==> src/rtl/fft_pkg.sv <==
// fft_pkg: shared constants for the FFT result post-processing blocks.
//   WORD_SIZE_DEF  default sample / magnitude width
//   ADDR_WIDTH_DEF default bin address width
//   ST_*           scan controller state encoding (2-bit, legacy-compatible)
//   MAG_MIN_SHIFT  right shift applied to min(|re|,|im|) in the magnitude estimate
package fft_pkg;

  localparam int WORD_SIZE_DEF  = 16;
  localparam int ADDR_WIDTH_DEF = 8;

  localparam logic [1:0] ST_IDLE   = 2'd0;
  localparam logic [1:0] ST_SCAN   = 2'd1;
  localparam logic [1:0] ST_DRAIN  = 2'd2;
  localparam logic [1:0] ST_FINISH = 2'd3;

  localparam int MAG_MIN_SHIFT = 2;

endpackage

==> src/rtl/mag_approx.sv <==
// mag_approx: combinational alpha-max-beta-min magnitude estimate.
//   re_i  signed real part
//   im_i  signed imaginary part
//   mag_o unsigned max(|re|,|im|) + (min(|re|,|im|) >> MAG_MIN_SHIFT)
// |-2^(W-1)| is 2^(W-1), which fits the unsigned result, and the sum
// cannot exceed 2^(W-1) + 2^(W-3), so no overflow handling is needed.
module mag_approx
  import fft_pkg::*;
#(
  parameter int WORD_SIZE = WORD_SIZE_DEF
) (
  input  logic signed [WORD_SIZE-1:0] re_i,
  input  logic signed [WORD_SIZE-1:0] im_i,
  output logic        [WORD_SIZE-1:0] mag_o
);

  logic [WORD_SIZE-1:0] abs_re;
  logic [WORD_SIZE-1:0] abs_im;
  logic [WORD_SIZE-1:0] hi;
  logic [WORD_SIZE-1:0] lo;

  always_comb begin
    // Two's-complement negate reinterpreted as unsigned, so the most
    // negative input maps to 2^(W-1) rather than wrapping.
    abs_re = re_i[WORD_SIZE-1] ? $unsigned(-re_i) : $unsigned(re_i);
    abs_im = im_i[WORD_SIZE-1] ? $unsigned(-im_i) : $unsigned(im_i);
    if (abs_re >= abs_im) begin
      hi = abs_re;
      lo = abs_im;
    end else begin
      hi = abs_im;
      lo = abs_re;
    end
    // Shift before the add.
    mag_o = hi + (lo >> MAG_MIN_SHIFT);
  end

endmodule

==> src/rtl/spectrum_scan_ctrl.sv <==
// spectrum_scan_ctrl: walks one FFT frame from the result RAM, writes an
// approximate magnitude per bin into the spectrum buffer and reports the
// frame's peak bin.
//   clk, reset        clock, synchronous active-high reset
//   start             one-cycle pulse: frame ready in result RAM
//   rd_addr/rd_en     result RAM read port (rd_re/rd_im valid 1 cycle later)
//   rd_re/rd_im       signed result RAM data
//   wr_en/wr_addr/wr_data  spectrum buffer write port (one bin per cycle)
//   busy              high from the cycle after an accepted start until done
//   done              one-cycle pulse the cycle after the final write
//   peak_mag/peak_bin peak of the last completed frame
//   dbg_state_o       current FSM state (ST_* encoding)
//
// Handshake: there is no back-pressure. rd_en high in cycle t means the RAM
// presents rd_re/rd_im for rd_addr in cycle t+1; the magnitude is registered
// at the end of t+1 and appears as wr_en/wr_addr/wr_data in cycle t+2. The
// spectrum buffer must accept every cycle wr_en is high.
//
// N_BINS must satisfy 1 <= N_BINS <= 2**ADDR_WIDTH.
module spectrum_scan_ctrl
  import fft_pkg::*;
#(
  parameter int WORD_SIZE  = WORD_SIZE_DEF,
  parameter int ADDR_WIDTH = ADDR_WIDTH_DEF,
  parameter int N_BINS     = 256
) (
  input  logic                        clk,
  input  logic                        reset,
  input  logic                        start,
  output logic [ADDR_WIDTH-1:0]       rd_addr,
  output logic                        rd_en,
  input  logic signed [WORD_SIZE-1:0] rd_re,
  input  logic signed [WORD_SIZE-1:0] rd_im,
  output logic                        wr_en,
  output logic [ADDR_WIDTH-1:0]       wr_addr,
  output logic [WORD_SIZE-1:0]        wr_data,
  output logic                        busy,
  output logic                        done,
  output logic [WORD_SIZE-1:0]        peak_mag,
  output logic [ADDR_WIDTH-1:0]       peak_bin,
  output logic [1:0]                  dbg_state_o
);

  localparam logic [ADDR_WIDTH-1:0] LAST_BIN = ADDR_WIDTH'(N_BINS - 1);

  // FSM and read port
  logic [1:0]            state_q, state_d;
  logic [ADDR_WIDTH-1:0] rd_addr_q, rd_addr_d;
  logic                  rd_en_q, rd_en_d;
  logic                  busy_q, busy_d;
  logic                  done_q, done_d;

  // Stage 1: tracks which bin the RAM is presenting this cycle
  logic                  s1_valid_q;
  logic [ADDR_WIDTH-1:0] s1_addr_q;

  // Stage 2: registered write port
  logic                  wr_en_q;
  logic [ADDR_WIDTH-1:0] wr_addr_q;
  logic [WORD_SIZE-1:0]  wr_data_q;

  // Running peak of the frame in progress and the published peak
  logic [WORD_SIZE-1:0]  run_mag_q, run_mag_d;
  logic [ADDR_WIDTH-1:0] run_bin_q, run_bin_d;
  logic [WORD_SIZE-1:0]  peak_mag_q;
  logic [ADDR_WIDTH-1:0] peak_bin_q;

  logic [WORD_SIZE-1:0]  mag;
  logic                  scan_start;

  mag_approx #(
    .WORD_SIZE(WORD_SIZE)
  ) u_mag (
    .re_i (rd_re),
    .im_i (rd_im),
    .mag_o(mag)
  );

  assign scan_start = (state_q == ST_IDLE) && start;

  always_comb begin
    state_d   = state_q;
    rd_addr_d = rd_addr_q;
    rd_en_d   = rd_en_q;
    busy_d    = busy_q;
    done_d    = 1'b0;
    case (state_q)
      ST_IDLE: begin
        if (start) begin
          state_d   = ST_SCAN;
          rd_addr_d = '0;
          rd_en_d   = 1'b1;
          busy_d    = 1'b1;
        end
      end
      ST_SCAN: begin
        if (rd_addr_q == LAST_BIN) begin
          state_d = ST_DRAIN;
          rd_en_d = 1'b0;
        end else begin
          rd_addr_d = rd_addr_q + 1'b1;
        end
      end
      ST_DRAIN: begin
        // Leave once the final bin's write is on the port; done then
        // follows in the next cycle.
        if (wr_en_q && (wr_addr_q == LAST_BIN)) begin
          state_d = ST_FINISH;
          done_d  = 1'b1;
        end
      end
      ST_FINISH: begin
        state_d = ST_IDLE;
        busy_d  = 1'b0;
      end
      default: begin
        state_d = ST_IDLE;
        rd_en_d = 1'b0;
        busy_d  = 1'b0;
      end
    endcase
  end

  // Strict compare keeps the lowest bin on ties.
  always_comb begin
    run_mag_d = run_mag_q;
    run_bin_d = run_bin_q;
    if (scan_start) begin
      run_mag_d = '0;
      run_bin_d = '0;
    end else if (s1_valid_q && (mag > run_mag_q)) begin
      run_mag_d = mag;
      run_bin_d = s1_addr_q;
    end
  end

  always_ff @(posedge clk) begin
    if (reset) begin
      state_q    <= ST_IDLE;
      rd_addr_q  <= '0;
      rd_en_q    <= 1'b0;
      busy_q     <= 1'b0;
      done_q     <= 1'b0;
      s1_valid_q <= 1'b0;
      s1_addr_q  <= '0;
      wr_en_q    <= 1'b0;
      wr_addr_q  <= '0;
      wr_data_q  <= '0;
      run_mag_q  <= '0;
      run_bin_q  <= '0;
      peak_mag_q <= '0;
      peak_bin_q <= '0;
    end else begin
      state_q    <= state_d;
      rd_addr_q  <= rd_addr_d;
      rd_en_q    <= rd_en_d;
      busy_q     <= busy_d;
      done_q     <= done_d;
      s1_valid_q <= rd_en_q;
      s1_addr_q  <= rd_addr_q;
      wr_en_q    <= s1_valid_q;
      wr_addr_q  <= s1_addr_q;
      wr_data_q  <= s1_valid_q ? mag : wr_data_q;
      run_mag_q  <= run_mag_d;
      run_bin_q  <= run_bin_d;
      // The running peak is complete by FINISH; publish it there so the
      // visible peak never reflects a partial frame.
      if (state_q == ST_FINISH) begin
        peak_mag_q <= run_mag_q;
        peak_bin_q <= run_bin_q;
      end
    end
  end

  assign rd_addr     = rd_addr_q;
  assign rd_en       = rd_en_q;
  assign wr_en       = wr_en_q;
  assign wr_addr     = wr_addr_q;
  assign wr_data     = wr_data_q;
  assign busy        = busy_q;
  assign done        = done_q;
  assign peak_mag    = peak_mag_q;
  assign peak_bin    = peak_bin_q;
  assign dbg_state_o = state_q;

endmodule

==> config.mk <==
export PLATFORM = sky130hd
export DESIGN_NAME = spectrum_scan_ctrl
export DESIGN_NICKNAME = d
export VERILOG_FILES = /design/src/rtl/fft_pkg.sv /design/src/rtl/mag_approx.sv /design/src/rtl/spectrum_scan_ctrl.sv
export SDC_FILE = /design/constraint.sdc
export NUM_CORES = 1
export LEC_CHECK = 0
export CAP_MARGIN = 15
export CORE_AREA = 4 4 159 161
export DETAILED_ROUTE_END_ITERATION = 12
export DIE_AREA = 0 0 163 165
export PLACE_DENSITY_LB_ADDON = 0.2
export SKIP_CTS_REPAIR_TIMING = 1
export SYNTH_ARGS = -nofsm -noshare
export SYNTH_HDL_FRONTEND = slang
export SYNTH_SLANG_ARGS = --single-unit
export TNS_END_PERCENT = 5
==> constraint.sdc <==
create_clock -name clk -period 8.5 [get_ports clk]
set_input_delay 0.85 -clock clk [delete_from_list [all_inputs] [get_ports clk]]
set_output_delay 0.85 -clock clk [all_outputs]
set_load 0.01 [all_outputs]
==> qor.txt, run 1 <==
RR Startpoint = dbg_state_o[0]
initial antenna violation count = 0
Psw = 730 µW
met1 Use GR = 15.3%
min setup slack post-route = 0.783 ns
Critical Path Start = rd_re[6]
Clock Skews = 0.0104 ns
Worst-Skew Late Latency = 0.34 ns
vias in the first global route = 4791
Yosys cell types = 64
clk buf depth = 2
P_leak = 2.87 nW
Area Overhead vs Synth = 28.9%
CP max-delay cell = a221oi_1
Worst Hold Depth = 1
Overall Global Routing Usage = 11.5%
Seq cells post-synth = 95
Synth Cell Area = 5860 µm²
post-route ant nets = 0
Pre-Repair DR Iteration Count = 4
worst hold slack = 0.470 ns
Worst Path Max Fanout = 10
final critical-path share of the clock period = 90.8%
CP endpoint kind = register
Post-Syn Instances = 671
sinks on the clock net = 95
met2 GRT Util = 19.0%
max-slew violation count = 0
Initial DRC Count = 239
Die ar. = 26900 µm²
H-tree depth = 3
final setup vio count = 0
total I/O pin count = 97
outcome = finished, final reports clean
pwr dens = 242 nW/µm²
Ant. Diodes = 0
Clock power frac = 21.0%
synth warn = 0
fin crit period = 7.72 ns
GR met3 Demand/Resource = 2.77%
Root Buffer = clkbuf_16
Worst Path Required = 8.74 ns
hold_sp = s1_addr_q[0]
EDFF count, synth = 0
PortBufs = 96
GPL Wtd Cong = 0.786
net count after synthesis = 760
max cap viols = 0
placed wire-length estimate = 11900 µm
largest net degree at the start of global routing = 66
Layout Nets = 856
ys flop type = dfxtp_1
DRC viols = 0
first-pass GRT wire length = 24900 µm
Data arrival, critical path = 7.96 ns
Worst slew margin = 46.4%
pre-CTS setup slack = 0.206 ns
Hold Crit Class = register to register
Worst-Margin Slew = 0.802 ns
endpoints failing hold = 0
drt total wl = 15200 µm
Flop pwr share = 28.3%
Layout fillers = 2583
ys async rst share = 0%
vias per cell = 4.39
layout cell share with drive strength beyond 1 = 6.23%
P_int = 1.10 mW
routed vias = 4802
die height = 165 µm
RSZ-0062 raised after global routing = no
gr busiest metal = met2
maximum clock frequency = 130 MHz
CP Launch Type = input port
GR Overflow Total = 0
Die X = 163 µm
Sw Ratio = 39.9%
CTS Buf Count = 9
maximum vdd drop = 0.140 mV
Seq/Total Area, Yosys = 32.5%
setup TNS = 0 ns
reg2reg path depth = 8
TritonCTS clock tree = built
critical path class = input port to register
CP peak stage delay = 0.62 ns
Initial Utilization = 24.4%
Gate power share = 50.7%
WL/cell = 13.9 µm
Reg clk slew, reported paths = 0.07 ns
Core Box Area = 24000 µm²
Row Count = 57
Mapped Avg Cell Area = 8.73 µm²
most used cell, CP = ha_1
## layout by cell type (no fill, tap or decap), drive strengths merged, types with 25 or more instances in the layout
master and instances:
ha 53, nor2 89, inv 51, nand2 35, xor2 30, dfxtp 95, a21oi 45, mux2i 73
clkdlybuf4s50 95, nor2b 25
## cells in the mapped netlist, types with 15 or more instances
library cell   n  area share [%]
a21oi_1       45             3.8
clkbuf_1      19             1.2
dfxtp_1       95              32
ha_1          53              11
inv_1         50             3.2
mux2i_1       72              12
nand2_1       35             2.2
nor2_1        89             5.7
nor2b_1       25             2.7
o21ai_0       15             1.3
xor2_1        29             4.3
## critical path: cells and delay by family
family / cells / cell delay [ns]
compound gates: 9 / 2.51
xor+xnor: 2 / 0.44
fa+ha+maj: 3 / 1.01
buf+inv: 4 / 0.87
mux: 1 / 0.22
simple gates: 10 / 2.03
## kinds of logic (layout without fill, tap and decap cells)
family          count (synthesis)  in the layout  synth area share, %
compound gates                120            121                 13.6
xor+xnor                       42             42                 6.73
fa+ha+maj                      54             54                 11.7
buf+inv                        74            173                 4.87
flops                          95             95                 32.5
mux                            75             75                 13.1
simple gates                  211            211                 17.5
## flip-flops by register name, summed over array words and instances, names as in the netlist
register     cells
s1_addr_q        8
peak_mag        16
run_bin_q        8
rd_en            1
run_mag_q       16
dbg_state_o      2
wr_addr          8
s1_valid_q       1
rd_addr          8
busy             1
wr_en            1
peak_bin         8
done             1
wr_data         16
## cell type report
type,instances,area (µm²),area share (%)
flip-flops and latches,95,1900,25.2
repair buffers,108,1050,13.9
inverters,50,188,2.49
clock buffers,11,243,3.22
multi-input cells,503,3730,49.5
clock inverters,4,31.3,0.414
well taps,324,405,5.37
## power groups by stage
stage / registers (mW) / clock network (mW) / logic [mW]
finish: 0.519 / 0.384 / 0.927
global route: 0.524 / 0.413 / 1.06
CTS: 0.519 / 0.399 / 0.933
detailed placement: 0.528 / 0 / 0.929
global placement: 0.530 / 0 / 0.929
floorplan: 0.529 / 0 / 0.628
## final timing paths
| check | to | slack (ns) |
|---|---|---|
| worst min-delay path | wr_addr[0] | 0.47 |
| worst max-delay path | run_mag_q[15] | 0.78 |
| worst min register to register | wr_addr[0] | 0.47 |
| worst max register to register | rd_addr[5] | 6.21 |
## through the flow
step	instance area, µm²	instances	utilization [%]	power [mW]
detailed placement	7220	1077	30.1	1.46
finish	7550	1095	31.5	1.83
CTS	7500	1092	31.3	1.85
floorplan	5860	671	-	1.16
global placement	7220	1077	30.1	1.46
global route	7550	1095	31.5	2.00
## per-layer routing
metal  vias to the layer above  share of wire (%)
met3                        13                4.3
met5                         -                  0
met4                         0                1.1
li1                       2544                  -
met2                        81                 47
met1                      2164                 48
Power figures use the tool's default switching activity.
==> inputs of run 2 (changes only) <==
--- a/config.mk
+++ b/config.mk
@@ -5,10 +5,11 @@
 export SDC_FILE = /design/constraint.sdc
 export NUM_CORES = 1
 export LEC_CHECK = 0
+export ABC_AREA = 1
 export CAP_MARGIN = 15
-export CORE_AREA = 4 4 159 161
+export CORE_AREA = 2 2 157 159
 export DETAILED_ROUTE_END_ITERATION = 12
-export DIE_AREA = 0 0 163 165
+export DIE_AREA = 0 0 159 161
 export PLACE_DENSITY_LB_ADDON = 0.2
 export SKIP_CTS_REPAIR_TIMING = 1
 export SYNTH_ARGS = -nofsm -noshare
==> constraint.sdc (replaced) <==
create_clock -name clk -period 6.6 [get_ports clk]
set_input_delay 0.66 -clock clk [delete_from_list [all_inputs] [get_ports clk]]
set_output_delay 0.66 -clock clk [all_outputs]
set_load 0.01 [all_outputs]
==> run 2 against run 1 <==
  * Cell count increased by 15%
  * Sequential power grew 38%
  * Clock skew is 0.00060 ns higher
  * Synthesized cell count is 24% higher
  * Utilization grew 0.11 points
  * Die area decreased by 4.8%
  * Worst hold slack worse by 0.033 ns
  * Worst setup slack got worse by 0.19 ns
  * Flip-flop and latch count stayed put
  * Global-route usage grew 0.82 points
  * Critical endpoint is now run_bin_q[7]
  * Largest cell class unchanged
==> qor.txt, run 2 <==
outcome = finished, final reports clean
Pre-Repair DR Iteration Count = 5
max-slew violation count = 0
Post-Syn Instances = 832
most used cell, CP = nand2_1
endpoints failing hold = 0
Reg clk slew, reported paths = 0.07 ns
Synth Cell Area = 5860 µm²
final setup vio count = 0
Yosys cell types = 47
first-pass GRT wire length = 26100 µm
Die ar. = 25600 µm²
DRC viols = 0
clk buf depth = 2
Reg area = 1900 µm²
Core Box Area = 24000 µm²
Initial DRC Count = 320
Seq/Total Area, Yosys = 32.5%
Ant. Diodes = 0
final critical-path share of the clock period = 91.0%
sinks on the clock net = 95
R2R setup slack = 4.24 ns
vias per cell = 4.26
vias in the first global route = 5226
ys async rst share = 0%
GPL Wtd Cong = 0.788
Worst-Margin Slew = 1.08 ns
cell taking the most area after synthesis = dfxtp_1
Hold Crit Class = register to register
Clock Skews = 0.0110 ns
pre-CTS setup slack = 0.116 ns
Row Count = 57
Worst slew margin = 28.0%
critical path class = input port to register
fin crit period = 6.01 ns
most area-consuming cells after synthesis = dfxtp_1 32%, ha_1 11%, o21ai_0 8.4%, nand2_1 8.2%, inv_1 7.4%
Layout Nets = 1017
Initial Utilization = 24.4%
Seq cells post-synth = 95
min setup slack post-route = 0.591 ns
layout cell share with drive strength beyond 1 = 7.51%
CP Launch Type = input port
CP endpoint kind = register
synth warn = 0
CP max-delay cell = clkdlybuf4s50_1
Die X = 159 µm
top-count cell post-synth = nand2_1
placed wire-length estimate = 12400 µm
Post-synth top cells = 128 x nand2_1, 115 x inv_1, 107 x nor2_1
largest net degree at the start of global routing = 42
max cap viols = 0
commonest non-fill, non-tap cell in the layout = nand2_1
Worst Path Max Fanout = 21
CP peak stage delay = 0.42 ns
maximum vdd drop = 0.122 mV
H-tree depth = 3
setup TNS = 0 ns
total I/O pin count = 97
post-route ant nets = 0
routed vias = 5346
Layout fillers = 2658
initial antenna violation count = 0
P_leak = 3.34 nW
CTS Buf Count = 9
Mapped Avg Cell Area = 7.04 µm²
PortBufs = 96
Data arrival, critical path = 6.23 ns
Worst-Skew Late Latency = 0.34 ns
die height = 161 µm
Worst Path Required = 6.82 ns
ys flop type = dfxtp_1
TritonCTS clock tree = built
WL/cell = 12.4 µm
net count after synthesis = 921
EDFF count, synth = 0
GR Overflow Total = 0
pwr dens = 321 nW/µm²
drt total wl = 15600 µm
maximum clock frequency = 166 MHz
Synth top area share = 32.5%
area of the multi-input gates = 3410 µm²
Overall Global Routing Usage = 12.3%
most frequent cells in the layout = 127 x nand2_1, 115 x inv_1, 107 x nor2_1
Area Overhead vs Synth = 29.4%
Root Buffer = clkbuf_16
-- run 2: cell count changes after synthesis, moves of 6 or more --
cell and delta:
nand2_1 +93, o21ai_0 +83, mux2i_1 -72, inv_1 +65, a21oi_1 +26, nor2b_1 -25, nor2_1 +18, nand3_1 +13
nand2_2 +9, buf_2 +7, clkbuf_1 -7, nand2b_1 -7, nor2_2 +6, o31ai_1 -6
-- run 2: logic make-up after synthesis --
logic type,after synthesis,share of synthesized area [%]
simple gates,299,21.9
compound gates,201,18.4
buf+inv,148,10.1
flops,95,32.5
fa+ha+maj,54,11.7
xor+xnor,35,5.49
-- run 2: power by group --
group          switching [mW]  internal, mW  total (mW)
clock                   0.217         0.292       0.510
combinational           0.695         0.511        1.21
sequential             0.0572         0.661       0.718
total                   0.969          1.46        2.43
-- run 2: final cells by class --
type                            instances  share of cell area, %
Multi-Input combinational cell        589                   45.0
Sequential cell                        95                   25.1
Timing Repair Buffer                  112                   14.6
Inverter                              121                   6.06
Tap cell                              324                   5.35
Clock buffer                           10                   3.02
Clock inverter                          5                  0.793
-- run 2: metrics by stage --
step | cells | util (%) | hold slack, ns | total power [mW] | area, µm²
2_1_floorplan | 832 | - | 0.410 | 1.50 | 5860
3_3_place_gp | 1239 | 30.1 | 0.431 | 1.93 | 7220
3_5_place_dp | 1239 | 30.1 | 0.426 | 1.94 | 7220
4_1_cts | 1254 | 31.3 | 0.439 | 2.46 | 7510
5_1_grt | 1256 | 31.6 | 0.455 | 2.67 | 7580
6_report | 1256 | 31.6 | 0.437 | 2.43 | 7580
-- run 2: path summary, 6_finish.rpt --
kind	start	cells after the start	to
min reg2reg	rd_en	2	s1_valid_q
min	rd_en	2	s1_valid_q
max reg2reg	s1_valid_q	7	run_bin_q[1]
max	rd_im[0]	39	run_bin_q[7]
-- run 2: worst max-delay path: cells and delay by family --
kind / cells / cell delay [ns]
adders and majority gates: 5 / 1.43
AOI/OAI and AO/OA: 9 / 1.08
xor gates and xnor gates: 1 / 0.23
and+or+nand+nor: 18 / 1.79
buffers and inverters: 6 / 1.02
-- run 2: routing by layer --
layer  track usage (%)  up-vias  part of all wire (%)
met5                 0        -                     0
met4              3.35        0                  0.76
met3              1.64        6                   3.7
met2              21.1       96                    46
met1              16.3     2350                    50
li1                  -     2894                     -
==> inputs of run 3 (changes only) <==
--- a/config.mk
+++ b/config.mk
@@ -12,6 +12,7 @@
 export DIE_AREA = 0 0 159 161
 export PLACE_DENSITY_LB_ADDON = 0.2
 export SKIP_CTS_REPAIR_TIMING = 1
+export SLEW_MARGIN = 15
 export SYNTH_ARGS = -nofsm -noshare
 export SYNTH_HDL_FRONTEND = slang
 export SYNTH_SLANG_ARGS = --single-unit
==> results of run 3 <==
No change in the layout: final DEF, timing and power equal those of run 2.
